--- src/rtl/i2c_pkg.sv ---
// I2C bit sequencer shared package: command and phase encodings,
// default prescale and the per-phase line table.
package i2c_pkg;

    typedef enum logic [1:0] {
        CMD_START = 2'd0,
        CMD_STOP  = 2'd1,
        CMD_WRITE = 2'd2,
        CMD_READ  = 2'd3
    } cmd_e;

    typedef enum logic [2:0] {
        ST_IDLE,
        ST_PH0,
        ST_PH1,
        ST_PH2,
        ST_PH3
    } state_e;

    // 100 kHz SCL from a 50 MHz clock: 4 * 125 cycles per bit.
    localparam int unsigned PRESC_100K = 124;

    function automatic logic [1:0] phase_lines(
        input cmd_e   cmd,
        input logic   b,
        input state_e st
    );
        logic [1:0] r;
        logic       scl_lo;
        scl_lo = (st == ST_PH0) || (st == ST_PH3);
        r = 2'b00;
        unique case (cmd)
            CMD_START: begin
                unique case (st)
                    ST_PH2:  r = 2'b01;
                    ST_PH3:  r = 2'b11;
                    default: r = 2'b00;
                endcase
            end
            CMD_STOP: begin
                unique case (st)
                    ST_PH0:  r = 2'b11;
                    ST_PH1:  r = 2'b01;
                    ST_PH2:  r = 2'b01;
                    default: r = 2'b00;
                endcase
            end
            CMD_WRITE: r = {scl_lo, ~b};
            CMD_READ:  r = {scl_lo, 1'b0};
            default:   r = 2'b00;
        endcase
        return r;
    endfunction

endpackage

--- src/rtl/i2c_sync.sv ---
// Multi-stage synchroniser for an I2C pad sense line.
// Resets to 1, the idle level of a pulled-up bus.
module i2c_sync #(
    parameter int STAGES = 2
) (
    input  logic clk,
    input  logic rst_n,
    input  logic d,
    output logic q
);

    logic [STAGES-1:0] ff;

    always_ff @(posedge clk or negedge rst_n) begin
        if (!rst_n) begin
            ff <= '1;
        end else begin
            ff <= {ff[STAGES-2:0], d};
        end
    end

    assign q = ff[STAGES-1];

endmodule

--- src/rtl/i2c_bit_sequencer.sv ---
// I2C bit sequencer: START/STOP/WRITE/READ as four quarter-phases.
// Define I2C_CLK_STRETCH_EN to hold PH1 while a slave stretches SCL.
module i2c_bit_sequencer
    import i2c_pkg::*;
#(
    parameter int PRESC_W     = 16,
    parameter int SYNC_STAGES = 2
) (
    input  logic               Clk,
    input  logic               Rst_n,
    input  logic               Enable,
    input  logic [PRESC_W-1:0] Prescale,
    input  logic               Cmd_valid,
    output logic               Cmd_ready,
    input  logic [1:0]         Cmd,
    input  logic               Cmd_bit,
    input  logic               Scl_in,
    input  logic               Sda_in,
    output logic               Scl_oe,
    output logic               Sda_oe,
    output logic               Rsp_valid,
    output logic               Rsp_bit,
    output logic               Arb_lost,
    output logic               Busy
);

    state_e             state;
    cmd_e               cmd_q;
    logic               bit_q;
    logic [PRESC_W-1:0] cnt;
    logic [PRESC_W-1:0] presc_q;
    logic               sda_smp;
    logic               idle_q;
    logic               scl_s;
    logic               sda_s;
    logic               hold;
    logic               rsp_cmd;

    i2c_sync #(.STAGES(SYNC_STAGES)) u_scl_sync (
        .clk   (Clk),
        .rst_n (Rst_n),
        .d     (Scl_in),
        .q     (scl_s)
    );

    i2c_sync #(.STAGES(SYNC_STAGES)) u_sda_sync (
        .clk   (Clk),
        .rst_n (Rst_n),
        .d     (Sda_in),
        .q     (sda_s)
    );

`ifdef I2C_CLK_STRETCH_EN
    assign hold = (state == ST_PH1) && !scl_s;
`else
    // SCL sense is kept on the port but never stalls timing.
    assign hold = 1'b0 & scl_s;
`endif

    assign rsp_cmd   = (cmd_q == CMD_WRITE) || (cmd_q == CMD_READ);
    assign Cmd_ready = idle_q & Enable;

    always_ff @(posedge Clk or negedge Rst_n) begin
        if (!Rst_n) begin
            state     <= ST_IDLE;
            cmd_q     <= CMD_START;
            bit_q     <= 1'b0;
            cnt       <= '0;
            presc_q   <= '0;
            sda_smp   <= 1'b0;
            idle_q    <= 1'b0;
            Scl_oe    <= 1'b0;
            Sda_oe    <= 1'b0;
            Rsp_valid <= 1'b0;
            Rsp_bit   <= 1'b0;
            Arb_lost  <= 1'b0;
            Busy      <= 1'b0;
        end else begin
            Rsp_valid <= 1'b0;
            Arb_lost  <= 1'b0;
            if (state != ST_IDLE && !Enable) begin
                state  <= ST_IDLE;
                cnt    <= '0;
                idle_q <= 1'b1;
                Busy   <= 1'b0;
                Scl_oe <= 1'b0;
                Sda_oe <= 1'b0;
            end else if (state == ST_IDLE) begin
                idle_q <= 1'b1;
                if (Cmd_valid && Cmd_ready) begin
                    state   <= ST_PH0;
                    cmd_q   <= cmd_e'(Cmd);
                    bit_q   <= Cmd_bit;
                    presc_q <= Prescale;
                    cnt     <= Prescale;
                    idle_q  <= 1'b0;
                    Busy    <= 1'b1;
                    {Scl_oe, Sda_oe} <=
                        phase_lines(cmd_e'(Cmd), Cmd_bit, ST_PH0);
                end
            end else if (hold) begin
                cnt <= cnt;
            end else if (cnt != '0) begin
                cnt <= cnt - 1'b1;
                if (state == ST_PH3 && cnt == PRESC_W'(1) && rsp_cmd) begin
                    Rsp_valid <= 1'b1;
                    Rsp_bit   <= sda_smp;
                end
            end else begin
                cnt <= presc_q;
                unique case (state)
                    ST_PH0: begin
                        state <= ST_PH1;
                        {Scl_oe, Sda_oe} <= phase_lines(cmd_q, bit_q, ST_PH1);
                    end
                    ST_PH1: begin
                        state <= ST_PH2;
                        {Scl_oe, Sda_oe} <= phase_lines(cmd_q, bit_q, ST_PH2);
                    end
                    ST_PH2: begin
                        sda_smp <= sda_s;
                        if (cmd_q == CMD_WRITE && bit_q && !sda_s) begin
                            state    <= ST_IDLE;
                            idle_q   <= 1'b1;
                            Busy     <= 1'b0;
                            Arb_lost <= 1'b1;
                            Scl_oe   <= 1'b0;
                            Sda_oe   <= 1'b0;
                        end else begin
                            state <= ST_PH3;
                            {Scl_oe, Sda_oe} <=
                                phase_lines(cmd_q, bit_q, ST_PH3);
                            if (presc_q == '0 && rsp_cmd) begin
                                Rsp_valid <= 1'b1;
                                Rsp_bit   <= sda_s;
                            end
                        end
                    end
                    ST_PH3: begin
                        // Lines keep their PH3 levels so SCL stays owned.
                        state  <= ST_IDLE;
                        idle_q <= 1'b1;
                        Busy   <= 1'b0;
                    end
                    default: state <= ST_IDLE;
                endcase
            end
        end
    end

endmodule
--- config.mk ---
export PLATFORM = sky130hd
export DESIGN_NAME = i2c_bit_sequencer
export DESIGN_NICKNAME = d
export VERILOG_FILES = /design/src/rtl/i2c_pkg.sv /design/src/rtl/i2c_sync.sv /design/src/rtl/i2c_bit_sequencer.sv
export SDC_FILE = /design/constraint.sdc
export NUM_CORES = 1
export LEC_CHECK = 0
export ABC_AREA = 1
export CAP_MARGIN = 20
export CORE_UTILIZATION = 45
export CTS_BUF_LIST = sky130_fd_sc_hd__clkbuf_16
export DETAILED_ROUTE_END_ITERATION = 6
export GPL_ROUTABILITY_DRIVEN = 0
export GPL_TIMING_DRIVEN = 0
export HOLD_SLACK_MARGIN = 0.1
export PLACE_DENSITY = 0.74
export REMOVE_ABC_BUFFERS = 1
export SLEW_MARGIN = 15
export SYNTH_ARGS = -nofsm -noshare
export SYNTH_HDL_FRONTEND = slang
export SYNTH_SLANG_ARGS = --single-unit
export TNS_END_PERCENT = 50
--- constraint.sdc ---
create_clock -name Clk -period 2.7 [get_ports Clk]
set_input_delay 0.54 -clock Clk [delete_from_list [all_inputs] [get_ports Clk]]
set_output_delay 0.54 -clock Clk [all_outputs]
set_load 0.02 [all_outputs]
==> impl_metrics.py <==
metrics = {
    "run_status": {
        "outcome": "completed",
    },
    "floorplanning": {
        "die_w_um": 81.3,
        "fp-row-count": 28,
        "core-area_um2": 5990,
        "pin_count": 32,
        "dieArea_um2": 6600,
        "dieHeight_um": 81.3,
        "start_util": 0.472,
    },
    "pwr": {
        "max-vdd-ir-drop_mv": 0.500,
        "leakagePower_uw": 0.00150,
        "p_int_uw": 2050,
        "power_frac_comb": 0.449,
        "p_sw_frac": 0.439,
        "total_power_uw": 3650,
        "power.switching_uw": 1600,
        "seqPwrFrac": 0.355,
        "p_clk_frac": 0.195,
        "power_density_nw_per_um2": 1090,
    },
    "sta": {
        "min_period_ns": 2.45,
        "hold_slack_ns": 0.181,
        "relSlewSlack": 0.520,
        "hold_viol": 0,
        "rsz0062_at_grt": "no",
        "finalCritPeriodShare": 0.908,
        "skew_ns": 0.00414,
        "worst_slew_pin_slew_ns": 0.719,
        "slew_viol_final": 0,
        "setup_viol": 0,
        "clock.fmax_mhz": 408,
    },
    "worst_setup_path": {
        "critPathMaxFanout": 21,
        "worstSetupStartpointType": "flip-flop",
        "path_class": "reg2reg",
        "end_kind": "flip-flop",
        "arrival_ns": 2.63,
        "worstPathRequired_ns": 2.88,
    },
    "clocking": {
        "clock_path_buffers": 2,
        "cts_tree": "built",
        "cts_hold_repair.buffers": 0,
        "ctsHtreeMaxLevel": 2,
        "cts.sinks": 48,
        "clock_latency_ns": 0.29,
        "cts_buffers": 5,
        "clock-root-buffer": "clkbuf_16",
        "cts_resized": 0,
        "clk_pin_slew_worst_paths_ns": 0.07,
        "post-cts-setup-buffers": 0,
    },
    "detailed_routing": {
        "detail-route-antenna-nets": 0,
        "firstDrtPassIters": 6,
        "avgRoutedWirePerCell_um": 14.1,
        "drc": 0,
        "avgViaCountPerCell": 5.46,
        "vias": 2685,
        "routed_wirelength_mm": 6.96,
        "drt_iter0_markers": 187,
    },
    "final_layout": {
        "final_common_cell": "nand2_1",
        "layout-drive-gt1-share": 0.0863,
        "nFillCells": 582,
        "syn_to_final_growth_pct": 17.9,
        "n_antenna_cell": 0,
        "final_nets": 444,
        "design_area_um2": 3330,
        "fin_cells": 492,
        "final_cell_mix": "100 x nand2_1, 46 x dfrtp_1, 46 x nor2_1",
    },
    "global_routing": {
        "grt_pass1_vias": 2672,
        "grt_pass1_wl_mm": 12.2,
        "grt_max_degree": 38,
        "antenna_found_initial": 0,
        "grt-ovfl-total": 0,
        "grt_usage": 0.243,
    },
    "place": {
        "hpwl_mm": 4.94,
        "numPortBuffers": 30,
        "dp_cells": 484,
        "place_area_um2": 3170,
    },
    "logic_synthesis": {
        "async_flop_share": 1.00,
        "yosysWarningCount": 0,
        "synthCells": 390,
        "synth_flop_cell": "dfrtp_1",
        "synthesis.area_um2": 2830,
        "syn_avg_cell_area_um2": 7.25,
        "synth_edf_count": 0,
        "synth.distinct_cells": 31,
        "ys_ff_latch": 48,
        "yosysSeqAreaShare": 0.426,
    },
    "job": {
        "maxCapViolCount": 0,
    },
    "hold_path": {
        "hold_class": "in2async",
    },
}
[worst max-delay path, stage by stage, from the launching register on]
cell and delay, ns:
dfrtp_1 0.45, nor2_2 0.17, nand2_1 0.15, nor2_2 0.50
nand2_2 0.44, nand2_4 0.27, nand2_2 0.14, o211ai_1 0.13
nand2_1 0.07
[cells in the mapped netlist (7+ instances only)]
cell type | number | area, um^2
inv_1 | 34 | 128
nand2_1 | 100 | 375
dfrtp_1 | 46 | 1150
o21ai_0 | 36 | 180
nor2_1 | 46 | 173
nand4_1 | 7 | 43.8
buf_2 | 7 | 35.0
a21oi_1 | 18 | 90.1
nand3_1 | 37 | 185
nand2_2 | 7 | 43.8
o21ai_1 | 9 | 45.0
[sequential cells by signal, summed over array words and instances (netlist names)]
signal,count
cnt,16
presc_q,16
state,3
cmd_q,2
u_sda_sync.ff,2
Arb_lost,1
Busy,1
Rsp_bit,1
Rsp_valid,1
Scl_oe,1
Sda_oe,1
bit_q,1
idle_q,1
sda_smp,1
[kinds of logic after synthesis]
logic type / count (synthesis) / synth area share
compound gates: 70 / 0.129
xor+xnor: 3 / 0.00930
fa+ha+maj: 3 / 0.0133
buf+inv: 50 / 0.0752
flops: 48 / 0.426
mux: 2 / 0.00797
simple gates: 214 / 0.340
[per-stage QoR]
step           setup slack, ns  utilization  setup TNS [ns]
2_1_floorplan            0.880            -               0
3_3_place_gp            -0.289        0.526          -13.21
3_5_place_dp            0.0310        0.528               0
4_1_cts                  0.304        0.556               0
5_1_grt                 0.0468        0.556               0
6_report                 0.249        0.556               0
[power groups by stage]
stage,clock network (uW),logic [uW],registers (uW)
floorplan,0,1190,1260
global placement,0,1570,1290
detailed placement,0,1630,1300
CTS,722,1640,1290
global route,753,1880,1340
finish,713,1640,1300
[routing by layer]
metal  part of all wire  vias to the layer above  global-route usage
met5                  0                        -                   0
met4              0.023                        0               0.116
met3              0.050                       16              0.0371
met2               0.48                       87               0.403
met1               0.44                     1260               0.307
li1                   -                     1322                   -
[path summary, 6_finish.rpt]
kind | slack (ns) | from | end | depth (start not counted)
min in group Clk | 0.36 | u_sda_sync.ff[0] | u_sda_sync.ff[1] | 0
max reg2reg | 0.25 | cnt[5] | cnt[7] | 8
min | 0.18 | Rst_n | presc_q[1] | 1
min reg2reg | 0.36 | u_sda_sync.ff[0] | u_sda_sync.ff[1] | 0
max in group asynchronous | 1.94 | Rst_n | u_sda_sync.ff[0] | 2
max | 0.25 | cnt[5] | cnt[7] | 8
[area by class of cell]
| cell class | count | area (um^2) | area share |
|---|---|---|---|
| repair buffers | 31 | 315 | 0.0946 |
| inverters | 38 | 143 | 0.0428 |
| multi-input cells | 292 | 1410 | 0.423 |
| clock buffers | 5 | 125 | 0.0375 |
| flip-flops and latches | 48 | 1200 | 0.361 |
| clock inverters | 3 | 42.5 | 0.0128 |
| well taps | 75 | 93.8 | 0.0282 |
Power figures use the tool's default switching activity.
